<file path="src/rtl/matrix_op_executor.sv">
// Matrix operation executor: add/sub/scalar-mul/transpose/matmul on row-major operand RAMs, dims 1..5.
// Optional macro MATRIX_EXEC_SAT_EN saturates every result to 16 bits; without it results wrap.
module matrix_op_executor (
  input  logic               clk,
  input  logic               rst_n,
  input  logic               calc_en,
  input  logic [2:0]         op_type,
  input  logic [2:0]         rows_a,
  input  logic [2:0]         cols_a,
  input  logic [2:0]         rows_b,
  input  logic [2:0]         cols_b,
  input  logic signed [15:0] scalar,
  output logic [4:0]         a_addr,
  output logic [4:0]         b_addr,
  input  logic signed [15:0] a_rdata,
  input  logic signed [15:0] b_rdata,
  output logic [4:0]         res_addr,
  output logic signed [15:0] res_wdata,
  output logic               res_we,
  output logic [2:0]         res_rows,
  output logic [2:0]         res_cols,
  output logic               busy,
  output logic               op_done,
  output logic               op_err
);

  localparam logic [2:0] OP_ADD    = 3'd0;
  localparam logic [2:0] OP_SUB    = 3'd1;
  localparam logic [2:0] OP_SMUL   = 3'd2;
  localparam logic [2:0] OP_TRANS  = 3'd3;
  localparam logic [2:0] OP_MATMUL = 3'd4;

  typedef enum logic [2:0] {IDLE, CHECK, RUN, DONE, WAIT_REL} state_t;

  state_t             state_q, state_d;
  logic [2:0]         op_q, op_d, ra_q, ra_d, ca_q, ca_d, rb_q, rb_d, cb_q, cb_d;
  logic signed [15:0] scalar_q, scalar_d;
  logic [5:0]         cnt_q, cnt_d;
  logic [2:0]         r_q, r_d, c_q, c_d, ph_q, ph_d;
  logic               rd_vld_q, rd_vld_d, rd_last_q, rd_last_d;
  logic [4:0]         tgt_q, tgt_d;
  logic signed [37:0] acc_q, acc_d;
  logic               res_we_q, res_we_d;
  logic [4:0]         res_addr_q, res_addr_d;
  logic signed [15:0] res_wdata_q, res_wdata_d;
  logic               err_q, err_d;
  logic [2:0]         res_rows_q, res_rows_d, res_cols_q, res_cols_d;

  logic               is_mm, req_ok, issue_ew, issue_mm;
  logic [5:0]         n_elem;
  logic [4:0]         lin_a_mm, lin_b_mm, lin_tr;
  logic signed [15:0] mul_b;
  logic signed [31:0] prod;
  logic signed [37:0] a_x, b_x, prod_x, result;

  function automatic logic dim_ok(input logic [2:0] d);
    return (d != 3'd0) && (d <= 3'd5);
  endfunction

  function automatic logic signed [15:0] fit16(input logic signed [37:0] v);
`ifdef MATRIX_EXEC_SAT_EN
    if (v > 38'sd32767) return 16'sh7fff;
    else if (v < -38'sd32768) return 16'sh8000;
    else return v[15:0];
`else
    return v[15:0];
`endif
  endfunction

  assign is_mm    = (op_q == OP_MATMUL);
  assign n_elem   = 6'(ra_q) * 6'(is_mm ? cb_q : ca_q);
  assign issue_ew = (state_q == RUN) && !is_mm && (cnt_q < n_elem);
  assign issue_mm = (state_q == RUN) && is_mm && (ph_q < ca_q);
  assign lin_a_mm = 5'(r_q) * 5'(ca_q) + 5'(ph_q);
  assign lin_b_mm = 5'(ph_q) * 5'(cb_q) + 5'(c_q);
  assign lin_tr   = 5'(c_q) * 5'(ra_q) + 5'(r_q);

  assign a_x    = {{22{a_rdata[15]}}, a_rdata};
  assign b_x    = {{22{b_rdata[15]}}, b_rdata};
  assign mul_b  = is_mm ? b_rdata : scalar_q;
  assign prod   = a_rdata * mul_b;
  assign prod_x = {{6{prod[31]}}, prod};

  always_comb begin
    req_ok = 1'b0;
    case (op_q)
      OP_ADD, OP_SUB:  req_ok = dim_ok(ra_q) && dim_ok(ca_q) && (ra_q == rb_q) && (ca_q == cb_q);
      OP_SMUL, OP_TRANS: req_ok = dim_ok(ra_q) && dim_ok(ca_q);
      OP_MATMUL:       req_ok = dim_ok(ra_q) && dim_ok(ca_q) && dim_ok(cb_q) && (ca_q == rb_q);
      default:         req_ok = 1'b0;
    endcase
  end

  always_comb begin
    result = a_x;
    case (op_q)
      OP_ADD:    result = a_x + b_x;
      OP_SUB:    result = a_x - b_x;
      OP_SMUL:   result = prod_x;
      OP_MATMUL: result = acc_q + prod_x;
      default:   result = a_x;
    endcase
  end

  always_comb begin
    a_addr = 5'd0;
    b_addr = 5'd0;
    if (issue_ew) begin
      a_addr = cnt_q[4:0];
      if ((op_q == OP_ADD) || (op_q == OP_SUB)) b_addr = cnt_q[4:0];
    end else if (issue_mm) begin
      a_addr = lin_a_mm;
      b_addr = lin_b_mm;
    end
  end

  always_comb begin
    state_d     = state_q;
    op_d        = op_q;
    ra_d        = ra_q;
    ca_d        = ca_q;
    rb_d        = rb_q;
    cb_d        = cb_q;
    scalar_d    = scalar_q;
    cnt_d       = cnt_q;
    r_d         = r_q;
    c_d         = c_q;
    ph_d        = ph_q;
    acc_d       = acc_q;
    err_d       = err_q;
    res_rows_d  = res_rows_q;
    res_cols_d  = res_cols_q;
    rd_vld_d    = 1'b0;
    rd_last_d   = 1'b0;
    tgt_d       = 5'd0;
    res_we_d    = 1'b0;
    res_addr_d  = 5'd0;
    res_wdata_d = 16'sd0;

    case (state_q)
      IDLE: begin
        if (calc_en) begin
          op_d     = op_type;
          ra_d     = rows_a;
          ca_d     = cols_a;
          rb_d     = rows_b;
          cb_d     = cols_b;
          scalar_d = scalar;
          state_d  = CHECK;
        end
      end
      CHECK: begin
        cnt_d      = 6'd0;
        r_d        = 3'd0;
        c_d        = 3'd0;
        ph_d       = 3'd0;
        acc_d      = 38'sd0;
        err_d      = !req_ok;
        res_rows_d = req_ok ? ((op_q == OP_TRANS) ? ca_q : ra_q) : 3'd0;
        res_cols_d = req_ok ? ((op_q == OP_TRANS) ? ra_q : (is_mm ? cb_q : ca_q)) : 3'd0;
        state_d    = req_ok ? RUN : DONE;
      end
      RUN: begin
        // Data returning from last cycle's read becomes a registered write (or accumulates).
        if (rd_vld_q) begin
          if (!is_mm || rd_last_q) begin
            res_we_d    = 1'b1;
            res_addr_d  = tgt_q;
            res_wdata_d = fit16(result);
          end
          if (is_mm) acc_d = rd_last_q ? 38'sd0 : result;
        end
        if (!is_mm) begin
          if (issue_ew) begin
            rd_vld_d = 1'b1;
            tgt_d    = (op_q == OP_TRANS) ? lin_tr : cnt_q[4:0];
            if (c_q == ca_q - 3'd1) begin
              c_d = 3'd0;
              r_d = r_q + 3'd1;
            end else begin
              c_d = c_q + 3'd1;
            end
          end
          cnt_d = cnt_q + 6'd1;
          if (cnt_q == n_elem + 6'd1) state_d = DONE;
        end else begin
          if (issue_mm) begin
            rd_vld_d  = 1'b1;
            rd_last_d = (ph_q == ca_q - 3'd1);
            tgt_d     = cnt_q[4:0];
          end
          // Each output element owns K+2 cycles: K reads, one accumulate, one write.
          if (ph_q == ca_q + 3'd1) begin
            ph_d  = 3'd0;
            cnt_d = cnt_q + 6'd1;
            if (c_q == cb_q - 3'd1) begin
              c_d = 3'd0;
              r_d = r_q + 3'd1;
            end else begin
              c_d = c_q + 3'd1;
            end
            if (cnt_q == n_elem - 6'd1) state_d = DONE;
          end else begin
            ph_d = ph_q + 3'd1;
          end
        end
      end
      DONE:     state_d = WAIT_REL;
      WAIT_REL: if (!calc_en) state_d = IDLE;
      default:  state_d = IDLE;
    endcase
  end

  always_ff @(posedge clk) begin
    if (!rst_n) begin
      state_q     <= IDLE;
      op_q        <= 3'd0;
      ra_q        <= 3'd0;
      ca_q        <= 3'd0;
      rb_q        <= 3'd0;
      cb_q        <= 3'd0;
      scalar_q    <= 16'sd0;
      cnt_q       <= 6'd0;
      r_q         <= 3'd0;
      c_q         <= 3'd0;
      ph_q        <= 3'd0;
      rd_vld_q    <= 1'b0;
      rd_last_q   <= 1'b0;
      tgt_q       <= 5'd0;
      acc_q       <= 38'sd0;
      res_we_q    <= 1'b0;
      res_addr_q  <= 5'd0;
      res_wdata_q <= 16'sd0;
      err_q       <= 1'b0;
      res_rows_q  <= 3'd0;
      res_cols_q  <= 3'd0;
    end else begin
      state_q     <= state_d;
      op_q        <= op_d;
      ra_q        <= ra_d;
      ca_q        <= ca_d;
      rb_q        <= rb_d;
      cb_q        <= cb_d;
      scalar_q    <= scalar_d;
      cnt_q       <= cnt_d;
      r_q         <= r_d;
      c_q         <= c_d;
      ph_q        <= ph_d;
      rd_vld_q    <= rd_vld_d;
      rd_last_q   <= rd_last_d;
      tgt_q       <= tgt_d;
      acc_q       <= acc_d;
      res_we_q    <= res_we_d;
      res_addr_q  <= res_addr_d;
      res_wdata_q <= res_wdata_d;
      err_q       <= err_d;
      res_rows_q  <= res_rows_d;
      res_cols_q  <= res_cols_d;
    end
  end

  assign res_we    = res_we_q;
  assign res_addr  = res_addr_q;
  assign res_wdata = res_wdata_q;
  assign res_rows  = res_rows_q;
  assign res_cols  = res_cols_q;
  assign op_err    = err_q;
  assign op_done   = (state_q == DONE);
  assign busy      = (state_q == CHECK) || (state_q == RUN) || (state_q == DONE);

endmodule

</file>
<file path="config.mk">
export PLATFORM = sky130hd
export DESIGN_NAME = matrix_op_executor
export DESIGN_NICKNAME = d
export VERILOG_FILES = /design/src/rtl/matrix_op_executor.sv
export SDC_FILE = /design/constraint.sdc
export NUM_CORES = 1
export LEC_CHECK = 0
export CAP_MARGIN = 20
export CORE_MARGIN = 2
export CORE_UTILIZATION = 45
export DETAILED_ROUTE_END_ITERATION = 16
export GPL_ROUTABILITY_DRIVEN = 0
export HOLD_SLACK_MARGIN = 0.05
export SLEW_MARGIN = 20
export SYNTH_ARGS = -nofsm -noshare
export SYNTH_HDL_FRONTEND = slang
export SYNTH_SLANG_ARGS = --single-unit
export TNS_END_PERCENT = 100
</file>
<file path="constraint.sdc">
create_clock -name clk -period 23.6 [get_ports clk]
set_input_delay 3.54 -clock clk [delete_from_list [all_inputs] [get_ports clk]]
set_output_delay 3.54 -clock clk [all_outputs]
set_load 0.02 [all_outputs]
</file>
After elaboration in Yosys (flattened, before gate mapping)
Index checks and enable logic that the tools add are counted.
Operators by class
  reductions and logical operators: 37
  muxes and demuxes: 52
  magnitude comparators: 5
  multipliers: 5
  equal/unequal tests: 27
  $add $sub $neg: 15
Operators by type and width (count)
  $pmux 38 s4: 1
  $mux 38: 3
  $pmux 38 s2: 1
  $mux 3: 24
  $mux 5: 9
  $add 38x32->38: 1
  $mul 16x16->32: 1
  $eq 3x3->1: 7
  $ne 3x3->1 const B: 6
  $pmux 3 s2: 3
  $add 16x16->17: 1
  $sub 16x16->17: 1
  $mux 16: 1
  $add 5x3->5: 3
  $mul 3x3->5: 3
  $pmux 3 s5: 1
  $add 3x1->3 const B: 4
  $add 6x1->6 const B: 2
  $eq 3x2->1 const B: 4
  $eq 6x6->1: 2
  $logic_and 1x1->1: 12
  $mux 6: 2
  $pmux 6 s2: 1
  $reduce_and 5->1: 2
  20 further kinds: 46
Storage, ports and cells
  bits of input ports: 66
  logic and storage cells: 162
  bits in registers: 123
  output and inout bits: 41

Depth between registers and ports, before layout
Gate-level depths: netlist of run 1.
  depth after elaboration: 9
  gate-level depth with buffers: 36
  gate-level depth less buffers: 33

Worst setup path before layout of run 1
No wires, ideal clock.
  path type: input-to-reg
  from: in b_rdata[5]
  to: reg acc_q[15]
  buffers on the path: 1
  path slack: 13.612 ns
  stages: 30
  library setup time: 0.123 ns
  data required time: 23.477 ns
  arrival: 9.866 ns
  path through: mux2_2 -> clkbuf_1 -> and2_1 -> fa_1 -> inv_1 -> fa_1 -> fa_1 -> fa_1 -> inv_1 -> fa_1 -> inv_1 -> fa_1 -> inv_1 -> ha_1 -> nor2_1 -> nand3_1 -> o211ai_1 -> xnor2_1 -> ha_1 -> nand2_1 -> nor2_1 -> a211oi_1 -> o21ai_0 -> a211o_1 -> a21oi_1 -> xor2_1 -> xnor2_1 -> o21ai_2 -> a21oi_1 -> o21ai_0
On the way
  cells in the longest elaborated chain, start to end: 8
  elaborated cells on any way between the ends: 10
  classes of those cells: add/sub: 3; mul: 1; mux: 6
RTL lines
  start: declaration: line 16  | input logic signed [15:0] b_rdata,
  $mux 16: line 80  | assign mul_b = is_mm ? b_rdata : scalar_q;
  $mul 16x16->32: line 81  | assign prod = a_rdata * mul_b;
  $add 38x32->38: line 100  | OP_MATMUL: result = acc_q + prod_x;
  $pmux 38 s4 *: line 96  | case (op_q)
  $mux 38 * (2 in a row): line 171  | if (is_mm) acc_d = rd_last_q ? 38'sd0 : result;
  $mux 38 *: line 165  | if (rd_vld_q) begin
  $pmux 38 s2 *: line 140  | case (state_q)
  end signal: assignment: line 230  | acc_q <= 38'sd0;
  end signal: assignment: line 252  | acc_q <= acc_d;
  end: declaration: line 42  | logic signed [37:0] acc_q, acc_d;
Mark *: on every way between the ends. The rest lies on a longest branch, timed or not. The select of a mux whose other input is x is not followed.
A chain may end at the register's enable or synchronous reset.

Final worst setup path of run 1
  from: in a_rdata[2]
  to: reg acc_q[15]
On the way
  cells in the longest elaborated chain, start to end: 7
  elaborated cells on any way between the ends: 9
  classes of those cells: add/sub: 3; mul: 1; mux: 5
RTL lines
  start: declaration: line 15  | input logic signed [15:0] a_rdata,
  $mul 16x16->32: line 81
  $add 38x32->38: line 100
  $pmux 38 s4 *: line 96
  $mux 38 * (2 in a row): line 171
  $mux 38 *: line 165
  $pmux 38 s2 *: line 140
Marked as above.

==> results of run 1 <==
==> state kept, by name, summed over array words and instances (netlist names), 5 cells and up <==
name,count
acc_q,16
tgt_q,5
res_wdata,16
scalar_q,16
cnt_q,6
res_addr,5
==> metrics by stage <==
| stage | cells | util, % | setup WS (ns) | power [mW] | hold slack, ns |
|---|---|---|---|---|---|
| finish | 1999 | 51.48 | 12.89 | 1.570 | 0.4276 |
| global route | 1999 | 51.48 | 12.50 | 1.721 | 0.4449 |
| CTS | 1999 | 51.48 | 12.94 | 1.569 | 0.4288 |
| detailed placement | 1983 | 50.31 | 12.58 | 1.391 | 0.4152 |
| global placement | 1982 | 50.27 | 12.68 | 1.376 | 0.4141 |
| floorplan | 1556 | - | 13.61 | 1.100 | 0.4057 |
==> per-layer routing <==
metal | wire length, um | part of all wire (%) | track usage (%) | vias to the layer above
li1 | - | - | - | 5203
met4 | 1167 | 3.3 | 8.621 | 0
met1 | 17020 | 48 | 35.65 | 5090
met3 | 2431 | 6.8 | 4.881 | 67
met5 | 0 | 0 | 0 | -
met2 | 15180 | 42 | 39.80 | 354
==> power groups by stage <==
| stage | Combinational [mW] | Clock (mW) | Sequential (mW) |
|---|---|---|---|
| final | 1.18 | 0.166 | 0.225 |
| after global placement | 1.15 | 0 | 0.228 |
| after global routing | 1.32 | 0.174 | 0.229 |
| after detailed placement | 1.16 | 0 | 0.228 |
| after CTS | 1.18 | 0.169 | 0.224 |
| after floorplan | 0.894 | 0 | 0.206 |
==> layout by cell type (no fill, tap or decap), types with 4 or more instances in the layout <==
master / count
a211o_1: 5
a211oi_1: 5
a21boi_0: 33
a21o_1: 16
a21oi_1: 62
a22o_1: 4
a22oi_1: 11
a31oi_1: 7
and2_1: 60
and3_1: 5
buf_4: 10
clkbuf_16: 9
clkdlybuf4s50_1: 106
dfxtp_1: 101
fa_1: 93
ha_1: 157
inv_1: 206
mux2_2: 6
mux2i_1: 16
nand2_1: 202
nand2b_1: 18
nand3_1: 20
nand4_1: 7
nor2_1: 85
nor2b_1: 52
nor3_1: 19
nor4_1: 7
o211ai_1: 5
o21a_1: 9
o21ai_0: 80
o21bai_1: 9
o22ai_1: 5
or2_2: 6
xnor2_1: 82
xor2_1: 33
==> layout make-up <==
cell class,instances,area [sq um]
Timing Repair Buffer,117,1147
Inverter,207,777.0
Tap cell,378,473.0
Fill cell,2701,13370
Multi-Input combinational cell,1180,9442
Sequential cell,101,2022
Clock inverter,5,81.33
Clock buffer,11,242.7
==> worst max-delay path by stage <==
stage	start	endpoint	slack [ns]
5_1_grt	a_rdata[2]	acc_q[15]$_SDFFE_PN0P_	12.50
3_5_place_dp	a_rdata[2]	acc_q[15]$_SDFFE_PN0P_	12.58
2_1_floorplan	b_rdata[5]	acc_q[15]$_SDFFE_PN0P_	13.61
3_3_place_gp	a_rdata[2]	acc_q[15]$_SDFFE_PN0P_	12.68
6_report	a_rdata[2]	acc_q[15]$_SDFFE_PN0P_	12.89
4_1_cts	a_rdata[2]	acc_q[15]$_SDFFE_PN0P_	12.94
==> kinds of logic after synthesis <==
logic type               Yosys count  synth area share (%)
AO/OA/AOI/OAI                    287                 14.80
XOR/XNOR                         119                 8.737
adder cells (fa/ha/maj)          250                 30.57
buffers and inverters            275                 8.477
flip-flops                       101                 16.16
multiplexers                      25                 2.169
AND/OR/NAND/NOR                  499                 19.09
==> reports/results.ini, run 1 <==
[pwr]
leakage_nw=6.423
peakVddDrop_uv=73.64
p_switching_uw=796.6
clock_power_share_pct=10.6
swShare_pct=50.73
p_seq_share_pct=14.3
p_int_uw=773.5
power_density_mw_per_mm2=110.7
power_frac_comb_pct=75.1

[final_layout]
fin_area_sq_mm=0.01418
area_growth_pct=13.34
diodes=0
drive_above_1_share_pct=3.146
fin_nets=1932

[yosys]
synth_edf_count=0
netlist.area_leader.share_pct=16.16
avgSynthCellArea_sq_um=8.044
synthTopCellsByArea=dfxtp_1, ha_1, fa_1, inv_1, nand2_1
yosys_warnings=0
yosys.area.top_type=dfxtp_1
syn_nets=1872
synth_most_common_cell=inv_1
synthCells=1556
async_flop_share_pct=0
synth_area_sq_mm=0.01252
synth_seq_cells=101
seq_area_frac_synth_pct=16.16
synthTopCellsByCount=inv_1, nand2_1, ha_1
synth_cell_types=77
ys.flop_type=dfxtp_1

[sta]
setup_viol=0
clock.fmax_ghz=0.09338
setup_tns_ns=0
slew_headroom_pct=38.79
finClkSkew_ns=0.01514
finalHoldViolCount=0
worst_slew_pin_slew_ns=0.9152
fin_crit_ns=10.71
slew_violations=0
rsz0062_at_grt=no
finalCritPeriodShare_pct=45.38

[run]
drv_cap=0

[die]
die_h_um=170.8
coreArea_sq_mm=0.02755
fp.dieArea_sq_mm=0.02916
ios=107
rows=61
die_w_um=170.8
start_util_pct=45.42

[setup_path]
cp.depth=31
start_kind=input pin
path_buf_inv=7
slowest_delay_ns=0.90
crit_path_frequent_cell=inv_1
crit_arrival_ns=10.95
reg2reg_depth=31
critical_path_required_ns=23.84
crit_path_top_delay_cell=clkdlybuf4s50_1
end_kind=flop
crit_family=adder cells
crit_fanout=17
r2r-end=acc_q[15]$_SDFFE_PN0P_
r2r-start=op_q[2]$_SDFFE_PN0P_
crit_type=input pin to flop
ff2ff_setup_slack_ns=14.92

[place]
place_area_sq_mm=0.01386
dp_hpwl_um=28130
portBuffers=106

[grt]
grt_pass1_wl_um=57810
grt_overflow=0
grt_start_max_net_pins=55
grt.total_usage_pct=25.61
first_global_vias=10746
antenna_found_initial=0

[detailed_routing]
firstDrtPassIters=5
antenna_left=0
via_per_inst=5.360
drc=0
wl_per_cell_um=17.91
drt-initial-drc-count=656
vias=10714
drt_wl_total_um=35800

[min_path]
min_path_cells=1
holdPathEnd=res_addr[3]$_SDFF_PN0_
hp-start=tgt_q[3]$_SDFF_PN0_
hp-class=flop to flop

[clock_tree]
htreeDepth=3
clk_pin_slew_worst_paths_ns=0.08
clock_latency_ns=0.36
cts_repair_resize_count=0
clock-sinks=101
holdBufCountCts=0
cts_setup_buffers=0
cts-root-buf=clkbuf_16
cts_tree=done
cts_buffer_depth=2
cts_made_buffers=9

[outcome]
status=completed

Note: power is estimated with default switching activity, not from simulation.
==> inputs of run 2 (changes only) <==
--- a/config.mk
+++ b/config.mk
@@ -11,6 +11,7 @@
 export DETAILED_ROUTE_END_ITERATION = 16
 export GPL_ROUTABILITY_DRIVEN = 0
 export HOLD_SLACK_MARGIN = 0.05
+export PLACE_DENSITY = 0.67
 export SLEW_MARGIN = 20
 export SYNTH_ARGS = -nofsm -noshare
 export SYNTH_HDL_FRONTEND = slang
==> constraint.sdc (replaced) <==
create_clock -name clk -period 9.2 [get_ports clk]
set_input_delay 1.38 -clock clk [delete_from_list [all_inputs] [get_ports clk]]
set_output_delay 1.38 -clock clk [all_outputs]
set_load 0.02 [all_outputs]
==> reports/results.ini, run 2 (synthesis gave the netlist of run 1 again) <==
[clock_tree]
cts_buffer_depth=2
clk_pin_slew_worst_paths_ns=0.07
cts_repair_resize_count=0
htreeDepth=3
cts_made_buffers=9
clock-sinks=101
cts_tree=done
clock_latency_ns=0.36
cts_setup_buffers=0
holdBufCountCts=0
cts-root-buf=clkbuf_16

[final_layout]
fin_cells=2011
regArea_sq_mm=0.002022
fin_nets=1944
fillCellCount=2661
diodes=0
utilization_pct=51.67
area_growth_pct=13.75
final_common_cell=inv_1
multi_input_comb_area_sq_mm=0.009447
drive_above_1_share_pct=3.919
final_cell_mix=inv_1, nand2_1, ha_1

[sta]
finClkSkew_ns=0.01406
fin_ws_ns=0.7644
fin_crit_ns=8.436
setup_viol=0
worst_slew_pin_slew_ns=0.9110
rsz0062_at_grt=no
slew_violations=0
clock.fmax_ghz=0.1185
finalHoldViolCount=0
setup_tns_ns=0
finalCritPeriodShare_pct=91.69
slew_headroom_pct=39.27

[die]
die_h_um=170.8
ios=107
rows=61
die_w_um=170.8
start_util_pct=45.42
fp.dieArea_sq_mm=0.02916
coreArea_sq_mm=0.02755

[pwr]
swShare_pct=51.45
leakage_nw=6.459
power_frac_comb_pct=76.1
p_int_mw=1.923
clock_power_share_pct=9.6
peakVddDrop_uv=188.9
p_switching_mw=2.038
p_seq_share_pct=14.3
power_density_mw_per_mm2=278.2

[min_path]
hp-class=flop to flop
min_path_cells=1
holdPathEnd=res_addr[2]$_SDFF_PN0_
hp-start=tgt_q[2]$_SDFF_PN0_

[setup_path]
reg2reg_depth=33
critical_path_required_ns=9.44
crit_family=adder cells
crit_arrival_ns=8.67
end_kind=flop
start_kind=input pin
crit_path_frequent_cell=fa_1
crit_type=input pin to flop
r2r-start=op_q[1]$_SDFFE_PN0P_
crit_path_top_delay_cell=fa_1
path_buf_inv=4
crit_fanout=14
slowest_delay_ns=0.56
ff2ff_setup_slack_ns=0.95
r2r-end=acc_q[15]$_SDFFE_PN0P_

[detailed_routing]
firstDrtPassIters=5
vias=10838
antenna_left=0
drt_wl_total_um=36360
via_per_inst=5.389
drt-initial-drc-count=691
wl_per_cell_um=18.08
drc=0

[place]
portBuffers=106
dp_hpwl_um=28750
place_inst=1995
dp_slack_ns=0.4826

[grt]
grt_start_max_net_pins=55
first_global_vias=10881
grt_overflow=0
grt.total_usage_pct=26.02
antenna_found_initial=1
grt_pass1_wl_um=58740

[outcome]
status=completed

[run]
drv_cap=0

## run 2: power by group through the flow
stage,registers (mW),logic (mW),clock network [mW]
after floorplan,0.528,2.29,0
after global placement,0.574,2.94,0
after detailed placement,0.576,2.96,0
after CTS,0.566,2.99,0.388
after global routing,0.575,3.39,0.404
final,0.568,3.01,0.380
## run 2: layout make-up
type / instances / share of cell area, %
Multi-Input combinational cell: 1180 / 66.36
Sequential cell: 101 / 14.20
Timing Repair Buffer: 129 / 8.666
Inverter: 207 / 5.458
Tap cell: 378 / 3.322
Clock buffer: 9 / 1.582
Clock inverter: 7 / 0.4131
## run 2: worst max-delay path by stage
stage	start	endpoint	depth (start not counted)
floorplan	b_rdata[5]	acc_q[15]$_SDFFE_PN0P_	30
global placement	b_rdata[2]	acc_q[15]$_SDFFE_PN0P_	30
detailed placement	b_rdata[2]	acc_q[15]$_SDFFE_PN0P_	30
CTS	b_rdata[2]	acc_q[15]$_SDFFE_PN0P_	30
global route	b_rdata[2]	acc_q[15]$_SDFFE_PN0P_	30
finish	b_rdata[2]	acc_q[15]$_SDFFE_PN0P_	30
## run 2: metrics by stage
step / hold WS (ns) / power, mW / area (sq um)
3_5_place_dp: 0.4216 / 3.534 / 13950
2_1_floorplan: 0.4057 / 2.821 / 12520
4_1_cts: 0.4357 / 3.944 / 14230
6_report: 0.4271 / 3.960 / 14240
5_1_grt: 0.4540 / 4.370 / 14240
3_3_place_gp: 0.4134 / 3.514 / 13950
## run 2: routing by layer
| layer | track usage, % | vias to the layer above | wire (um) | share of wire (%) |
|---|---|---|---|---|
| met2 | 41.95 | 406 | 16150 | 44 |
| met4 | 9.736 | 2 | 1336 | 3.7 |
| met5 | 0 | - | 13 | 0.036 |
| met3 | 4.742 | 86 | 2820 | 7.8 |
| li1 | - | 5215 | - | - |
| met1 | 34.76 | 5129 | 16040 | 44 |
==> inputs of run 3 (changes only) <==
==> constraint.sdc (replaced) <==
create_clock -name clk -period 9.2 [get_ports clk]
set_input_delay 0.92 -clock clk [delete_from_list [all_inputs] [get_ports clk]]
set_output_delay 0.92 -clock clk [all_outputs]
set_load 0.02 [all_outputs]
==> reports/results.ini, run 3 (synthesis gave the netlist of run 1 again) <==
[clock_tree]
cts_buffer_depth=2
clock_latency_ns=0.36
htreeDepth=3
clock-sinks=101
cts-root-buf=clkbuf_16
clk_pin_slew_worst_paths_ns=0.07
cts_made_buffers=9
cts_tree=done
cts_setup_buffers=0
cts_repair_resize_count=0
holdBufCountCts=0

[sta]
finClkSkew_ns=0.01562
rsz0062_at_grt=no
slew_violations=0
worst_slew_pin_slew_ns=0.9111
setup_tns_ns=0
setup_viol=0
fin_crit_ns=8.192
finalHoldViolCount=0
slew_headroom_pct=39.04
clock.fmax_ghz=0.1221
finalCritPeriodShare_pct=89.05

[die]
ios=107
die_w_um=170.8
start_util_pct=45.42
fp.dieArea_sq_mm=0.02916
die_h_um=170.8
rows=61
coreArea_sq_mm=0.02755

[detailed_routing]
drt-initial-drc-count=858
firstDrtPassIters=5
drc=0
antenna_left=0
vias=10905
drt_wl_total_um=36270
via_per_inst=5.428
wl_per_cell_um=18.06

[pwr]
p_switching_mw=2.061
clock_power_share_pct=10.2
p_seq_share_pct=14.1
power_frac_comb_pct=75.7
peakVddDrop_uv=208.3
p_int_mw=1.962
power_density_mw_per_mm2=282.5
leakage_nw=6.466
swShare_pct=51.23

[run]
drv_cap=0

[final_layout]
diodes=0
fillCellCount=2665
drive_above_1_share_pct=3.801
area_growth_pct=13.78
final_cell_mix=inv_1, nand2_1, ha_1
final_common_cell=inv_1
fin_nets=1942
fin_cells=2009

[place]
portBuffers=106
place_inst=1993
dp_hpwl_um=28680

[setup_path]
ff2ff_setup_slack_ns=1.01
end_kind=flop
crit_arrival_ns=8.43
r2r-start=op_q[2]$_SDFFE_PN0P_
crit_fanout=18
cp-startpoint=op_q[2]$_SDFFE_PN0P_
crit_path_frequent_cell=inv_1
crit_path_top_delay_cell=fa_1
start_kind=flop
crit_type=flop to flop
critical_path_required_ns=9.44
slowest_delay_ns=0.54

[grt]
grt.total_usage_pct=25.90
first_global_vias=10976
grt_pass1_wl_um=58610
grt_start_max_net_pins=55
grt_overflow=0
antenna_found_initial=0

[min_path]
hp-start=tgt_q[2]$_SDFF_PN0_
hp-class=flop to flop

[outcome]
status=completed

[run 3: changes by cell type in the layout (fill, tap and decap cells not counted)]
cell	before	now
clkbuf_8	0	1
bufinv_16	0	1
nor2_2	0	1
inv_6	1	2
nor2_4	1	0
clkinvlp_4	3	1
clkinv_4	0	1
buf_4	23	21
inv_8	2	0
[run 3: area by class of cell]
type                    instances  area [sq um]  area share, %
clock inverters                 6         68.82         0.4833
inverters                     207         777.0          5.456
multi-input cells            1180          9442          66.30
clock buffers                  10         239.0          1.678
flip-flops and latches        101          2022          14.20
well taps                     378         473.0          3.321
repair buffers                127          1219          8.558
[run 3: worst paths after layout]
kind / end / depth (start not counted)
worst max-delay path: acc_q[15]$_SDFFE_PN0P_ / 35
worst min-delay path: res_addr[2]$_SDFF_PN0_ / 1
worst max register to register: acc_q[15]$_SDFFE_PN0P_ / 35
worst min register to register: res_addr[2]$_SDFF_PN0_ / 1
[run 3: power by group through the flow]
stage	registers, mW	logic, mW	clock network, mW
2_1_floorplan	0.528	2.29	0
3_3_place_gp	0.575	2.94	0
3_5_place_dp	0.576	2.98	0
4_1_cts	0.566	3.01	0.420
5_1_grt	0.575	3.42	0.436
6_report	0.566	3.04	0.412
[run 3: metrics by stage]
| stage | setup slack (ns) | hold slack [ns] | util (%) | instance area [sq um] | power (mW) |
|---|---|---|---|---|---|
| floorplan | 1.832 | 0.4057 | - | 12520 | 2.821 |
| finish | 1.008 | 0.4207 | 51.68 | 14240 | 4.023 |
| global route | 0.5045 | 0.4429 | 51.68 | 14240 | 4.427 |
| detailed placement | 0.8352 | 0.4115 | 50.57 | 13930 | 3.558 |
| CTS | 1.118 | 0.4201 | 51.68 | 14240 | 3.997 |
| global placement | 0.9687 | 0.4109 | 50.57 | 13930 | 3.512 |
[run 3: metal layers]
layer	track usage [%]	part of all wire [%]
met1	34.85	44
met2	41.88	45
met3	4.464	7.4
met4	9.179	3.5
met5	0	0
[run 3: worst max-delay path: cells and delay by family (launching register included)]
kind                       cells  cell delay (ns)
and+or+nand+nor                5             0.68
buffers and inverters          8             0.83
DFF                            1             0.31
adders and majority gates      8             3.34
xor gates and xnor gates       3             0.62
muxes                          1             0.47
AOI/OAI and AO/OA             10             1.81
